`config.mk`:
```
export PLATFORM = sky130hd
export DESIGN_NAME = regfile_wb_queue
export DESIGN_NICKNAME = d
export VERILOG_FILES = /design/src/rtl/regfile_wb_queue.sv
export SDC_FILE = /design/constraint.sdc
export NUM_CORES = 1
export LEC_CHECK = 0
export CAP_MARGIN = 20
export CORE_UTILIZATION = 55
export CTS_BUF_LIST = sky130_fd_sc_hd__clkbuf_4 sky130_fd_sc_hd__clkbuf_8
export DETAILED_ROUTE_END_ITERATION = 7
export DONT_BUFFER_PORTS = 1
export PLACE_DENSITY = 0.7
export SLEW_MARGIN = 40
export SYNTH_ARGS = -nofsm -noshare
export SYNTH_HDL_FRONTEND = slang
export SYNTH_SLANG_ARGS = --single-unit
```
`constraint.sdc`:
```
create_clock -name clk -period 5.86 [get_ports clk]
set_input_delay 1.172 -clock clk [delete_from_list [all_inputs] [get_ports clk]]
set_output_delay 1.172 -clock clk [all_outputs]
set_load 0.005 [all_outputs]
```
`src/rtl/regfile_wb_queue.sv`:
```
// rtl/regfile_wb_queue.sv - dual-producer write-back FIFO feeding the register file write port
// Optional build macro WB_FORWARD_EN enables youngest-match data forwarding on fwd1_data/fwd2_data.
`timescale 1ns/1ps
module regfile_wb_queue #(
  parameter int DEPTH = 4,
  parameter int AW    = 5,
  parameter int DW    = 32
) (
  input  logic          clk,
  input  logic          reset,
  input  logic          alu_valid,
  input  logic [AW-1:0] alu_addr,
  input  logic [DW-1:0] alu_data,
  input  logic          mem_valid,
  input  logic [AW-1:0] mem_addr,
  input  logic [DW-1:0] mem_data,
  output logic          wb_ready,
  output logic [AW-1:0] addrw,
  output logic [DW-1:0] din,
  output logic          wren,
  input  logic [AW-1:0] addr1,
  input  logic [AW-1:0] addr2,
  output logic          pend1,
  output logic          pend2,
  output logic [DW-1:0] fwd1_data,
  output logic [DW-1:0] fwd2_data,
  output logic          overflow
);
  localparam int PW = $clog2(DEPTH);
  localparam int CW = PW + 1;
  localparam logic [CW-1:0] C_DEPTH = CW'(DEPTH);

  logic [AW-1:0] r_addr [DEPTH];
  logic [DW-1:0] r_data [DEPTH];
  logic [PW-1:0] r_rd_ptr;
  logic [PW-1:0] r_wr_ptr;
  logic [CW-1:0] r_count;
  logic          r_overflow;

  logic             w_pop;
  logic             w_mem_req;
  logic             w_alu_req;
  logic             w_mem_acc;
  logic             w_alu_acc;
  logic [CW-1:0]    w_base;
  logic [CW-1:0]    w_after_mem;
  logic [PW-1:0]    w_alu_ptr;
  logic [DEPTH-1:0] w_occ;
  logic             w_hit1;
  logic             w_hit2;

  // mem is slotted ahead of alu, so alu is the first to be dropped when space runs out
  assign w_pop       = (r_count != '0);
  assign w_base      = r_count - CW'(w_pop);
  assign w_mem_req   = mem_valid && (mem_addr != '0);
  assign w_alu_req   = alu_valid && (alu_addr != '0);
  assign w_mem_acc   = w_mem_req && (w_base < C_DEPTH);
  assign w_after_mem = w_base + CW'(w_mem_acc);
  assign w_alu_acc   = w_alu_req && (w_after_mem < C_DEPTH);
  assign w_alu_ptr   = r_wr_ptr + PW'(w_mem_acc);

  always_ff @(posedge clk or posedge reset) begin
    if (reset) begin
      r_rd_ptr   <= '0;
      r_wr_ptr   <= '0;
      r_count    <= '0;
      r_overflow <= 1'b0;
    end else begin
      r_rd_ptr   <= r_rd_ptr + PW'(w_pop);
      r_wr_ptr   <= r_wr_ptr + PW'(w_mem_acc) + PW'(w_alu_acc);
      r_count    <= w_after_mem + CW'(w_alu_acc);
      r_overflow <= r_overflow | (w_mem_req & ~w_mem_acc) | (w_alu_req & ~w_alu_acc);
    end
  end

  always_ff @(posedge clk) begin
    if (w_mem_acc) begin
      r_addr[r_wr_ptr] <= mem_addr;
      r_data[r_wr_ptr] <= mem_data;
    end
    if (w_alu_acc) begin
      r_addr[w_alu_ptr] <= alu_addr;
      r_data[w_alu_ptr] <= alu_data;
    end
  end

  always_comb begin
    w_occ  = '0;
    w_hit1 = 1'b0;
    w_hit2 = 1'b0;
    for (int i = 0; i < DEPTH; i++) begin
      w_occ[i] = ({1'b0, PW'(i) - r_rd_ptr} < r_count);
      if (w_occ[i] && (r_addr[i] == addr1)) w_hit1 = 1'b1;
      if (w_occ[i] && (r_addr[i] == addr2)) w_hit2 = 1'b1;
    end
  end

  assign pend1    = w_hit1 && (addr1 != '0);
  assign pend2    = w_hit2 && (addr2 != '0);
  assign wren     = w_pop;
  assign addrw    = w_pop ? r_addr[r_rd_ptr] : '0;
  assign din      = w_pop ? r_data[r_rd_ptr] : '0;
  assign wb_ready = (w_base <= C_DEPTH - CW'(2));
  assign overflow = r_overflow;

`ifdef WB_FORWARD_EN
  // Walk oldest to youngest so the last match seen is the value the register file will end up holding
  always_comb begin
    fwd1_data = '0;
    fwd2_data = '0;
    for (int k = 0; k < DEPTH; k++) begin
      if ((CW'(k) < r_count) && (addr1 != '0) && (r_addr[r_rd_ptr + PW'(k)] == addr1))
        fwd1_data = r_data[r_rd_ptr + PW'(k)];
      if ((CW'(k) < r_count) && (addr2 != '0) && (r_addr[r_rd_ptr + PW'(k)] == addr2))
        fwd2_data = r_data[r_rd_ptr + PW'(k)];
    end
  end
`else
  assign fwd1_data = '0;
  assign fwd2_data = '0;
`endif

endmodule

```
# Word level (Yosys, flattened, before mapping)
# Memories as Yosys holds them, arrays and structs flattened.
# Index checks and enable logic that the tools add are counted.
# op_classes
bitwise	6
n_mux	14
n_lt_le_gt_ge	7
reduce_logical	19
n_eq_ne	8
addsub	10
# op_table
operator	n
== test 5 bit	8
two-way mux 32 bit	1
nonzero test 5 bit	4
logical AND 1 bit	14
< comparator 2 x 3 -> 1 bit	4
two-way mux 1 bit	12
adder 2 x 1 -> 2 bit	3
adder 3 x 1 -> 3 bit	2
< comparator 3 bit (second input constant)	2
two-way mux 5 bit	1
subtractor 1 x 2 -> 2 bit (first input constant)	2
subtractor 2 bit (first input constant)	2
<= comparator 3 x 2 -> 1 bit (second input constant)	1
nonzero test 3 bit	1
subtractor 3 x 1 -> 3 bit	1
bitwise AND 1 bit	2
NOT 1 bit	2
OR 1 bit	2
# word_totals
regBits	8
output_inout_bits	106
mem_bits_rw	148
memories	2
elab_cells	70
input_bits	88
# mem_list
memory	depth	width	read_ports	rd_clocked_by_memory_dff	write_ports	line	text
r_data	4	32	1	0	2	34	logic [DW-1:0] r_data [DEPTH];
r_addr	4	5	5	0	2	33	logic [AW-1:0] r_addr [DEPTH];

# Logic depth before layout (Yosys ltp)
# Gate-level depths: netlist of the first run.
# logic_depth
word_depth	10
mapped_depth	17

# Worst setup path before layout of the first run
# OpenSTA, ideal clock, no wires.
# synth_timing
path_type	in2reg
from	input port mem_addr[4]
to	memory r_addr[0][0], enable pin
arrival_ps	3932
slack_ps	1548
path_stages	11
required_time_ps	5480
setup_ps	380
path_cell_list	or4_1 > o21ai_0 > nor2_1 > ha_1 > ha_1 > xnor2_2 > nand2b_2 > nor3_1 > buf_2 > buf_4 > a31o_2
# synth_lines
element	line	text
from (decl)	15	input logic [AW-1:0] mem_addr,
to (decl)	33	

==> impl_metrics.toml, run 1 <==
[detailed_routing]
vias = 4804
detail_route.wirelength_um = 18800
drt_first_iter_violations = 253
number_of_vias_per_cell = 5.79
drt-wirelength-per-cell_um = 22.6
antenna_violating_nets_post_route = 0
detailed_router_iteration_count_before_antenna_repair = 5
route.detailed.drc = 0

[worst_setup_path]
worst-endpoint-arrival_ns = 4.35
critical_path_class = "register to register"
critical_path.endpoint_type = "register"
worstSetupStartpointType = "register"
critical_path.max_fanout = 38
crit_path_required_time_ns = 6.06

[timing]
fmax_ghz = 0.241
worstMarginPinSlew_ns = 0.743
finalSetupViolations = 0
rsz0062_at_grt = "no"
layout_min_cycle_time_ns = 4.15
slew_viol_final = 0
timing.max_slew.rel_slack_pct = 50.5
setup_ws_ns = 1.71
fin_skew_ns = 0.0127
final_sum_of_negative_setup_slack_ns = 0
final.period_utilization_pct = 70.8
final-hold-violation-count = 0

[layout]
drive_above_1_share_pct = 38.8
area_growth_pct = 3.90
final_design_area_no_fill_um2 = 9500
seqCellArea_um2 = 4650
final_cells = 830
fillers = 1241
layout.nets = 700
multi_input_area_um2 = 4000

[yosys]
postSynthCellCount = 610
synthDistinctLibCells = 34
mappedNetlistArea_um2 = 9140
ys_seq_elements = 156
syn_avg_cell_area_um2 = 15.0
ys.warnings.count = 0
synth.yosys.seq_area_share_pct = 50.8

[clock_network]
tritoncts_clock_tree = "done"
clk-insertion-delay-late_ns = 0.45
ctsHtreeMaxLevel = 4
clk_path_buf_depth = 2
clk_root_buffer_cell = "clkbuf_8"
postCtsHoldBufs = 0
cts_setup_buffers = 0
clock_sinks = 156
tritoncts.num_buffers = 17
reg_clk_slew_reported_paths_ns = 0.08
post_cts_resize_count = 0

[die]
floorplan.io_pins = 194
row_count = 46
dieArea_um2 = 17100
core_um2 = 16100
die_width_um = 131
initial_core_util_pct = 56.9
dieHeight_um = 131

[pwr]
maximum_resistive_drop_on_vdd_v = 0.000384
power_per_cell_area_nw_per_um2 = 558
power_leakage_nw = 3.28

[placed_design]
placed_cells_incl_taps = 797
port-buffer-count = 0
gp_congestion = 0.938
placement.setup.worst_slack_ns = 1.34
dpl.hpwl_um = 12200
post_dp_cell_area_um2 = 9080

[global_route]
grt_max_degree = 42
global_route_total_overflow = 0
number_of_antenna_violations_at_the_first_check_in_global_routing = 1
vias_in_the_first_global_route = 5110
globalRouteTotalUtil_pct = 23.1
grt_first_pass_wirelength_um = 28100

[flow_run]
max_cap_violations = 0

[worst_hold_path]
hold_path_class = "input pin to asynchronous set/reset pin"

[status]
status = "completed"
==> logic make-up (layout without fill, tap and decap cells) <==
logic type                 Yosys count  after routing  share of synthesized area (%)
xor gates and xnor gates            48             48                           4.68
adders and majority gates           12             12                           1.64
muxes                              185            185                           28.5
DFF                                156            156                           50.8
buffers and inverters              117             57                           8.20
AOI/OAI and AO/OA                   17             17                           1.26
and+or+nand+nor                     74             74                           4.91
other                                1             65                         0.0410
==> report_power, final <==
part,total (mW),internal (mW),switching [mW]
Sequential,2.15,1.87,0.278
Combinational,2.31,1.13,1.18
Clock,0.843,0.455,0.388
Total,5.30,3.46,1.84
==> registers in the layout (all words and copies together), names as in the netlist <==
register / count
overflow: 1
r_addr: 20
r_count: 3
r_data: 128
r_rd_ptr: 2
r_wr_ptr: 2
==> cell usage after synthesis <==
cell type	number	area, um2
inv_2	1	3.75
dfrtp_1	8	200
nor3_1	5	25.0
xnor2_2	1	16.3
nor2b_1	39	244
xor2_1	19	166
conb_1	1	3.75
clkbuf_1	16	60.1
a31o_2	4	35.0
nand3_1	8	40.0
nand2b_2	1	8.76
mux2_4	27	405
a21boi_0	1	7.51
nor4_1	10	62.6
mux4_2	37	833
nand2b_1	2	12.5
and3_4	2	22.5
buf_1	3	11.3
inv_1	12	45.0
or4_1	2	15.0
xnor2_1	28	245
mux2_2	118	1330
buf_4	69	518
buf_2	11	55.1
o22ai_1	2	12.5
o21ba_2	2	20.0
mux2_1	3	33.8
nor2_1	5	18.8
buf_6	5	56.3
a21oi_1	5	25.0
o21ai_0	2	10.0
o21ai_1	1	5.00
ha_1	12	150
edfxtp_1	148	4440
==> critical path: stages, from the launching register on <==
cell      delay (ns)
dfrtp_1         0.48
nor3_2          0.23
inv_1           0.13
ha_1            0.20
ha_1            0.19
xor2_1          0.34
nor2_1          0.20
ha_1            0.24
ha_1            0.20
xnor2_2         0.24
nand2b_2        0.16
inv_2           0.11
and3_4          0.19
buf_4           0.55
mux2_2          0.42
==> stage by stage <==
stage	utilization, %	power [mW]	hold slack (ns)
CTS	59.1	5.37	0.542
global placement	56.5	4.47	0.561
detailed placement	56.6	4.53	0.571
global route	59.1	5.61	0.560
finish	59.1	5.30	0.559
floorplan	-	3.93	0.471
==> worst paths after layout <==
| check | startpoint | endpoint | slack, ns | cells past startpoint |
|---|---|---|---|---|
| max | r_count[2]$_DFF_PP0_ | r_data[3][27]$_DFFE_PP_ | 1.71 | 14 |
| min | reset | overflow$_DFF_PP0_ | 0.56 | 1 |
| max reg2reg | r_count[2]$_DFF_PP0_ | r_data[3][27]$_DFFE_PP_ | 1.71 | 14 |
| min reg2reg | overflow$_DFF_PP0_ | overflow$_DFF_PP0_ | 0.58 | 2 |
| max in group asynchronous | reset | r_rd_ptr[1]$_DFF_PP0_ | 5.03 | 1 |
| min in group clk | overflow$_DFF_PP0_ | overflow$_DFF_PP0_ | 0.58 | 2 |
==> layer usage <==
metal	up-vias	track usage (%)	part of all wire, %
met3	19	8.22	8.7
met4	0	6.63	1.3
met1	2456	27.7	40
met2	193	39.2	50
met5	-	0	0
li1	2136	-	-
==> layout by cell type, fill, tap and decap left out, types with 4 or more instances in the layout <==
cell | synthesis | final
a21oi_1 | 5 | 5
a31o_2 | 4 | 4
buf_4 | 69 | 10
bufinv_16 | 0 | 4
clkbuf_8 | 0 | 17
clkinv_1 | 0 | 4
clkinv_2 | 0 | 4
conb_1 | 1 | 64
dfrtp_1 | 8 | 6
edfxtp_1 | 148 | 148
ha_1 | 12 | 12
inv_1 | 12 | 12
mux2_2 | 118 | 118
mux2_4 | 27 | 27
mux4_2 | 37 | 37
nand3_1 | 8 | 8
nor2_1 | 5 | 5
nor2b_1 | 39 | 39
nor4_1 | 10 | 10
xnor2_1 | 28 | 28
xor2_1 | 19 | 19
==> area by class of cell <==
class,instances,area share [%]
diodes,1,0.0263
clock buffers,17,2.46
clock inverters,15,1.88
inverters,13,0.514
multi-input cells,400,42.1
flip-flops and latches,156,49.0
well taps,216,2.85
repair buffers,12,1.21
No activity file was read; power rests on OpenSTA's default activity.
==> inputs of run 2 (changes only) <==
==> constraint.sdc (replaced) <==
create_clock -name clk -period 3.9 [get_ports clk]
set_input_delay 0.78 -clock clk [delete_from_list [all_inputs] [get_ports clk]]
set_output_delay 0.78 -clock clk [all_outputs]
set_load 0.005 [all_outputs]
==> run 2 against run 1 <==
- sequential cell count did not move
- combinational power grew 66%
- clock skew shrank 0.0051 ns
- first-iteration DRC count down 9.9%
- cell area grew 3.0%
- largest power group unchanged
- largest cell class unchanged
==> impl_metrics.toml, run 2 (synthesis results as in run 1) <==
[placed_design]
dpl.hpwl_um = 12600
gp_congestion = 0.867
port-buffer-count = 0

[detailed_routing]
number_of_vias_per_cell = 5.69
detailed_router_iteration_count_before_antenna_repair = 4
drt-wirelength-per-cell_um = 22.6
wl_met1_um = 7480
antenna_violating_nets_post_route = 0
routed.top_layer = "met4"
vias = 4783
met2_wirelength_um = 9630
drt_first_iter_violations = 228
detail_route.wirelength_um = 19000
route.detailed.drc = 0
wl_met3_um = 1560

[die]
die_width_um = 131
row_count = 46
floorplan.io_pins = 194
dieArea_um2 = 17100
initial_core_util_pct = 56.9
core_um2 = 16100
dieHeight_um = 131

[timing]
finalSetupViolations = 0
worstMarginPinSlew_ns = 0.518
timing.max_slew.rel_slack_pct = 65.4
fmax_ghz = 0.275
worst_hold_slack_ns = 0.155
fin_skew_ns = 0.00764
slew_viol_final = 0
layout_min_cycle_time_ns = 3.63
final-hold-violation-count = 0
rsz0062_at_grt = "no"
final_sum_of_negative_setup_slack_ns = 0
final.period_utilization_pct = 93.1

[clock_network]
tritoncts_clock_tree = "done"
reg_clk_slew_reported_paths_ns = 0.08
postCtsHoldBufs = 0
clk_path_buf_depth = 2
ctsHtreeMaxLevel = 4
clock_sinks = 156
post_cts_resize_count = 0
cts_setup_buffers = 0
clk-insertion-delay-late_ns = 0.45
clk_root_buffer_cell = "clkbuf_8"
tritoncts.num_buffers = 17

[pwr]
power_per_cell_area_nw_per_um2 = 855
fin_total_pwr_mw = 8.37
power_leakage_nw = 3.40
maximum_resistive_drop_on_vdd_v = 0.000440

[layout]
drive_above_1_share_pct = 40.3
most_flops_register = "r_data"
final_cell_mix = "148 x edfxtp_1, 118 x mux2_2, 64 x conb_1, 39 x nor2b_1, 37 x mux4_2"
area_growth_pct = 7.05
largestRegisters = "r_data x128, r_addr x20, r_count x3"
layout.nets = 710
final_common_cell = "edfxtp_1"
fillers = 1203
largest_register_ff_count = 128

[worst_setup_path]
critical_path.max_fanout = 11
crit_family = "adder cells"
critical_path.cell_chain = "nor3_2 > inv_1 > ha_1 > ha_1 > xor2_2 > nor2_2 > ha_1 > ha_1 > xnor2_2 > nand2b_2 > inv_2 > and3_4 > buf_12 > mux2_2"
critical_path_class = "register to register"
cp_common_cell = "ha_1"
timing.critical_path.buf_inv = 3
critical_path.endpoint_type = "register"
critical_path.slowest_cell = "dfrtp_1"
worst-endpoint-arrival_ns = 3.84
cpPeakStageDelay_ns = 0.48
worstSetupStartpointType = "register"
crit_path_required_time_ns = 4.10

[global_route]
global_route_total_overflow = 0
vias_in_the_first_global_route = 5108
number_of_antenna_violations_at_the_first_check_in_global_routing = 1
globalRouteTotalUtil_pct = 23.3
grt_first_pass_wirelength_um = 28300
grt_max_degree = 38

[flow_run]
max_cap_violations = 0

[status]
status = "completed"

[worst_hold_path]
hold_path_class = "input pin to asynchronous set/reset pin"
[run 2: layout make-up]
cell class,count,area (um2),share of cell area (%)
Antenna cell,1,2.50,0.0256
Clock buffer,19,249,2.54
Clock inverter,13,221,2.26
Inverter,13,48.8,0.499
Multi-Input combinational cell,400,4040,41.3
Sequential cell,156,4650,47.5
Tap cell,216,270,2.76
Timing Repair Buffer,22,303,3.09
[run 2: metrics by stage]
| stage | util, % | cells | worst slack (ns) | cell area (um2) |
|---|---|---|---|---|
| 2_1_floorplan | - | 673 | 0.0721 | 9420 |
| 3_3_place_gp | 58.0 | 807 | 0.188 | 9310 |
| 3_5_place_dp | 58.0 | 807 | 0.152 | 9310 |
| 4_1_cts | 60.9 | 839 | 0.250 | 9780 |
| 5_1_grt | 60.9 | 839 | 0.0223 | 9780 |
| 6_report | 60.9 | 840 | 0.267 | 9790 |
[run 2: path summary, 6_finish.rpt]
check / endpoint / cells after the start / slack, ns / start
worst min-delay path: r_count[2]$_DFF_PP0_ / 1 / 0.16 / reset
worst min register to register: overflow$_DFF_PP0_ / 2 / 0.57 / overflow$_DFF_PP0_
worst max-delay path: r_data[3][6]$_DFFE_PP_ / 14 / 0.27 / r_count[2]$_DFF_PP0_
worst max register to register: r_data[3][6]$_DFFE_PP_ / 14 / 0.27 / r_count[2]$_DFF_PP0_
min in group clk: r_data[2][1]$_DFFE_PP_ / 1 / 0.53 / mem_data[1]
max in group asynchronous: r_rd_ptr[0]$_DFF_PP0_ / 1 / 3.49 / reset
[run 2: routing by layer]
layer  vias to the layer above  track usage (%)
li1                       2158                -
met1                      2416             27.3
met2                       184             39.6
met3                        25             8.84
met4                         0             7.64
met5                         -                0
[run 2: worst reg2reg max path: stages, from the launching register on]
cell,delay [ns]
dfrtp_1,0.48
nor3_2,0.23
inv_1,0.13
ha_1,0.21
ha_1,0.21
xor2_2,0.27
nor2_2,0.08
ha_1,0.20
ha_1,0.21
xnor2_2,0.23
nand2b_2,0.14
inv_2,0.11
and3_4,0.34
buf_12,0.19
mux2_2,0.36
[run 2: power by group]
| part | total, mW | internal (mW) | switching (mW) |
|---|---|---|---|
| sequential | 3.12 | 2.81 | 0.312 |
| clock | 1.42 | 0.834 | 0.587 |
| combinational | 3.83 | 1.90 | 1.93 |
==> inputs of run 3 (changes only) <==
--- a/config.mk
+++ b/config.mk
@@ -6,6 +6,7 @@
 export NUM_CORES = 1
 export LEC_CHECK = 0
 export CAP_MARGIN = 20
+export CORE_ASPECT_RATIO = 1.2
 export CORE_UTILIZATION = 55
 export CTS_BUF_LIST = sky130_fd_sc_hd__clkbuf_4 sky130_fd_sc_hd__clkbuf_8
 export DETAILED_ROUTE_END_ITERATION = 7
==> run 3 against run 2 <==
- setup slack got worse by 0.087 ns
- non-clock buffer count increased by 2
- critical path type unchanged
- hold slack better by 0.033 ns
- register-to-register slack got worse by 0.09 ns
- clock power shrank 24%
- sequential cell count unchanged
==> impl_metrics.toml, run 3 (synthesis results as in run 1) <==
[timing]
worstMarginPinSlew_ns = 0.549
final.period_utilization_pct = 95.4
setup_ws_ns = 0.180
worst_hold_slack_ns = 0.188
fin_skew_ns = 0.0163
slew_viol_final = 0
layout_min_cycle_time_ns = 3.72
fmax_ghz = 0.269
timing.max_slew.rel_slack_pct = 63.4
final-hold-violation-count = 0
rsz0062_at_grt = "yes"
finalSetupViolations = 0

[layout]
antenna_cells = 0
area_growth_pct = 6.19
finish.utilization_pct = 59.7
final_common_cell = "edfxtp_1"
final_cell_mix = "148 x edfxtp_1, 118 x mux2_2, 64 x conb_1, 39 x nor2b_1, 37 x mux4_2"
largest_register_ff_count = 128
final_cells = 836
most_flops_register = "r_data"
seqCellArea_um2 = 4650
fillers = 1303
largestRegisters = "r_data x128, r_addr x20, r_count x3"
drive_above_1_share_pct = 40.9
layout.nets = 712
multi_input_area_um2 = 4040

[placed_design]
placed_cells_incl_taps = 805
port-buffer-count = 0
placement.setup.worst_slack_ns = 0.102
dpl.hpwl_um = 12800
gp_congestion = 0.915

[global_route]
vias_in_the_first_global_route = 5077
number_of_antenna_violations_at_the_first_check_in_global_routing = 0
globalRouteTotalUtil_pct = 23.0
grt_first_pass_wirelength_um = 28800
grt_max_degree = 38
global_route_total_overflow = 0

[worst_setup_path]
worst-r2r-setup-slack_ns = 0.18
r2r_cells = 13
crit-reg2reg-capture = "r_addr[0][3]$_DFFE_PP_"
critical_path_class = "register to register"
critical_path.endpoint_type = "register"
critical_path.max_fanout = 14
origin_of_the_worst_setup_path = "r_count[2]$_DFF_PP0_"
crit_path_required_time_ns = 4.09
r2r-start = "r_count[2]$_DFF_PP0_"
worstSetupStartpointType = "register"
worst-endpoint-arrival_ns = 3.90
crit_path_end = "r_addr[0][3]$_DFFE_PP_"

[worst_hold_path]
hold_path_class = "input pin to asynchronous set/reset pin"

[clock_network]
ctsHtreeMaxLevel = 4
clock_sinks = 156
clk_path_buf_depth = 2
cts_setup_buffers = 0
tritoncts_clock_tree = "done"
tritoncts.num_buffers = 17
clk_root_buffer_cell = "clkbuf_8"
reg_clk_slew_reported_paths_ns = 0.09
clk-insertion-delay-late_ns = 0.44

[pwr]
power_per_cell_area_nw_per_um2 = 837
p_comb_share_pct = 47.8
maximum_resistive_drop_on_vdd_v = 0.000385
seq_power_share_pct = 38.9
fin_total_pwr_mw = 8.12
power.net_switching_mw = 2.91
int_pwr_mw = 5.21
clock_power_share_pct = 13.3
netSwitchingFraction_pct = 35.8
power_leakage_nw = 3.35

[detailed_routing]
vias = 4809
number_of_vias_per_cell = 5.75
detail_route.wirelength_um = 19100
drt_first_iter_violations = 168
detailed_router_iteration_count_before_antenna_repair = 4
drt-wirelength-per-cell_um = 22.8
antenna_violating_nets_post_route = 0
route.detailed.drc = 0

[die]
dieHeight_um = 143
core_um2 = 16300
floorplan.io_pins = 194
row_count = 51
dieArea_um2 = 17100
initial_core_util_pct = 56.2
die_width_um = 120

[status]
status = "completed"

[flow_run]
max_cap_violations = 0
run 3: cell types whose count changed in the layout (fill, tap and decap cells not counted), moves of 2 or more:
cell        previous run  this run
clkinv_1               3         0
clkinvlp_4             1         4
bufinv_16              6         0
buf_12                11        14
clkbuf_4               2         0
inv_6                  0         4
run 3: power by group through the flow:
stage	Clock (mW)	Sequential, mW	Combinational, mW
after floorplan	0	3.00	2.95
after global placement	0	3.16	3.89
after detailed placement	0	3.20	3.93
after CTS	1.11	3.16	3.95
after global routing	1.17	3.23	4.20
final	1.08	3.16	3.88
run 3: worst min path at each step:
stage,end,slack [ns],cells past startpoint
6_report,r_rd_ptr[1]$_DFF_PP0_,0.19,1
3_3_place_gp,overflow$_DFF_PP0_,0.54,2
2_1_floorplan,overflow$_DFF_PP0_,0.47,2
5_1_grt,r_rd_ptr[1]$_DFF_PP0_,0.18,1
4_1_cts,r_rd_ptr[1]$_DFF_PP0_,0.17,1
3_5_place_dp,overflow$_DFF_PP0_,0.58,2
run 3: cell type report:
| type | count | area share (%) |
|---|---|---|
| clock buffers | 17 | 2.41 |
| clock inverters | 14 | 1.16 |
| inverters | 13 | 0.503 |
| multi-input cells | 400 | 41.7 |
| flip-flops and latches | 156 | 47.9 |
| well taps | 212 | 2.73 |
| repair buffers | 24 | 3.66 |
run 3: per-layer routing:
metal | track usage, % | wire [um] | vias to the layer above
met5 | 0 | 0 | -
met4 | 7.63 | 364 | 0
met3 | 6.71 | 1210 | 26
met2 | 39.9 | 9990 | 172
met1 | 27.4 | 7500 | 2450
li1 | - | - | 2161
run 3: metrics by stage:
step	cell area (um2)	TNS (ns)
detailed placement	9360	0
CTS	9710	0
finish	9710	0
global route	9710	-2.22
floorplan	9420	0
global placement	9360	0
run 3: worst max-delay path, cell delays in order (launching register included):
cell,delay (ns)
dfrtp_1,0.49
nor3_2,0.25
inv_1,0.13
ha_1,0.20
ha_1,0.20
xor2_2,0.27
nor2_2,0.08
ha_1,0.21
ha_1,0.21
xnor2_2,0.24
nand2b_2,0.14
nor3_2,0.30
buf_4,0.34
mux2_2,0.38
run 3: repair_timing:
action	4_1_cts	5_1_grt
hold buffers	0	0
setup endpoints to repair	0	100
gates resized for setup	0	0
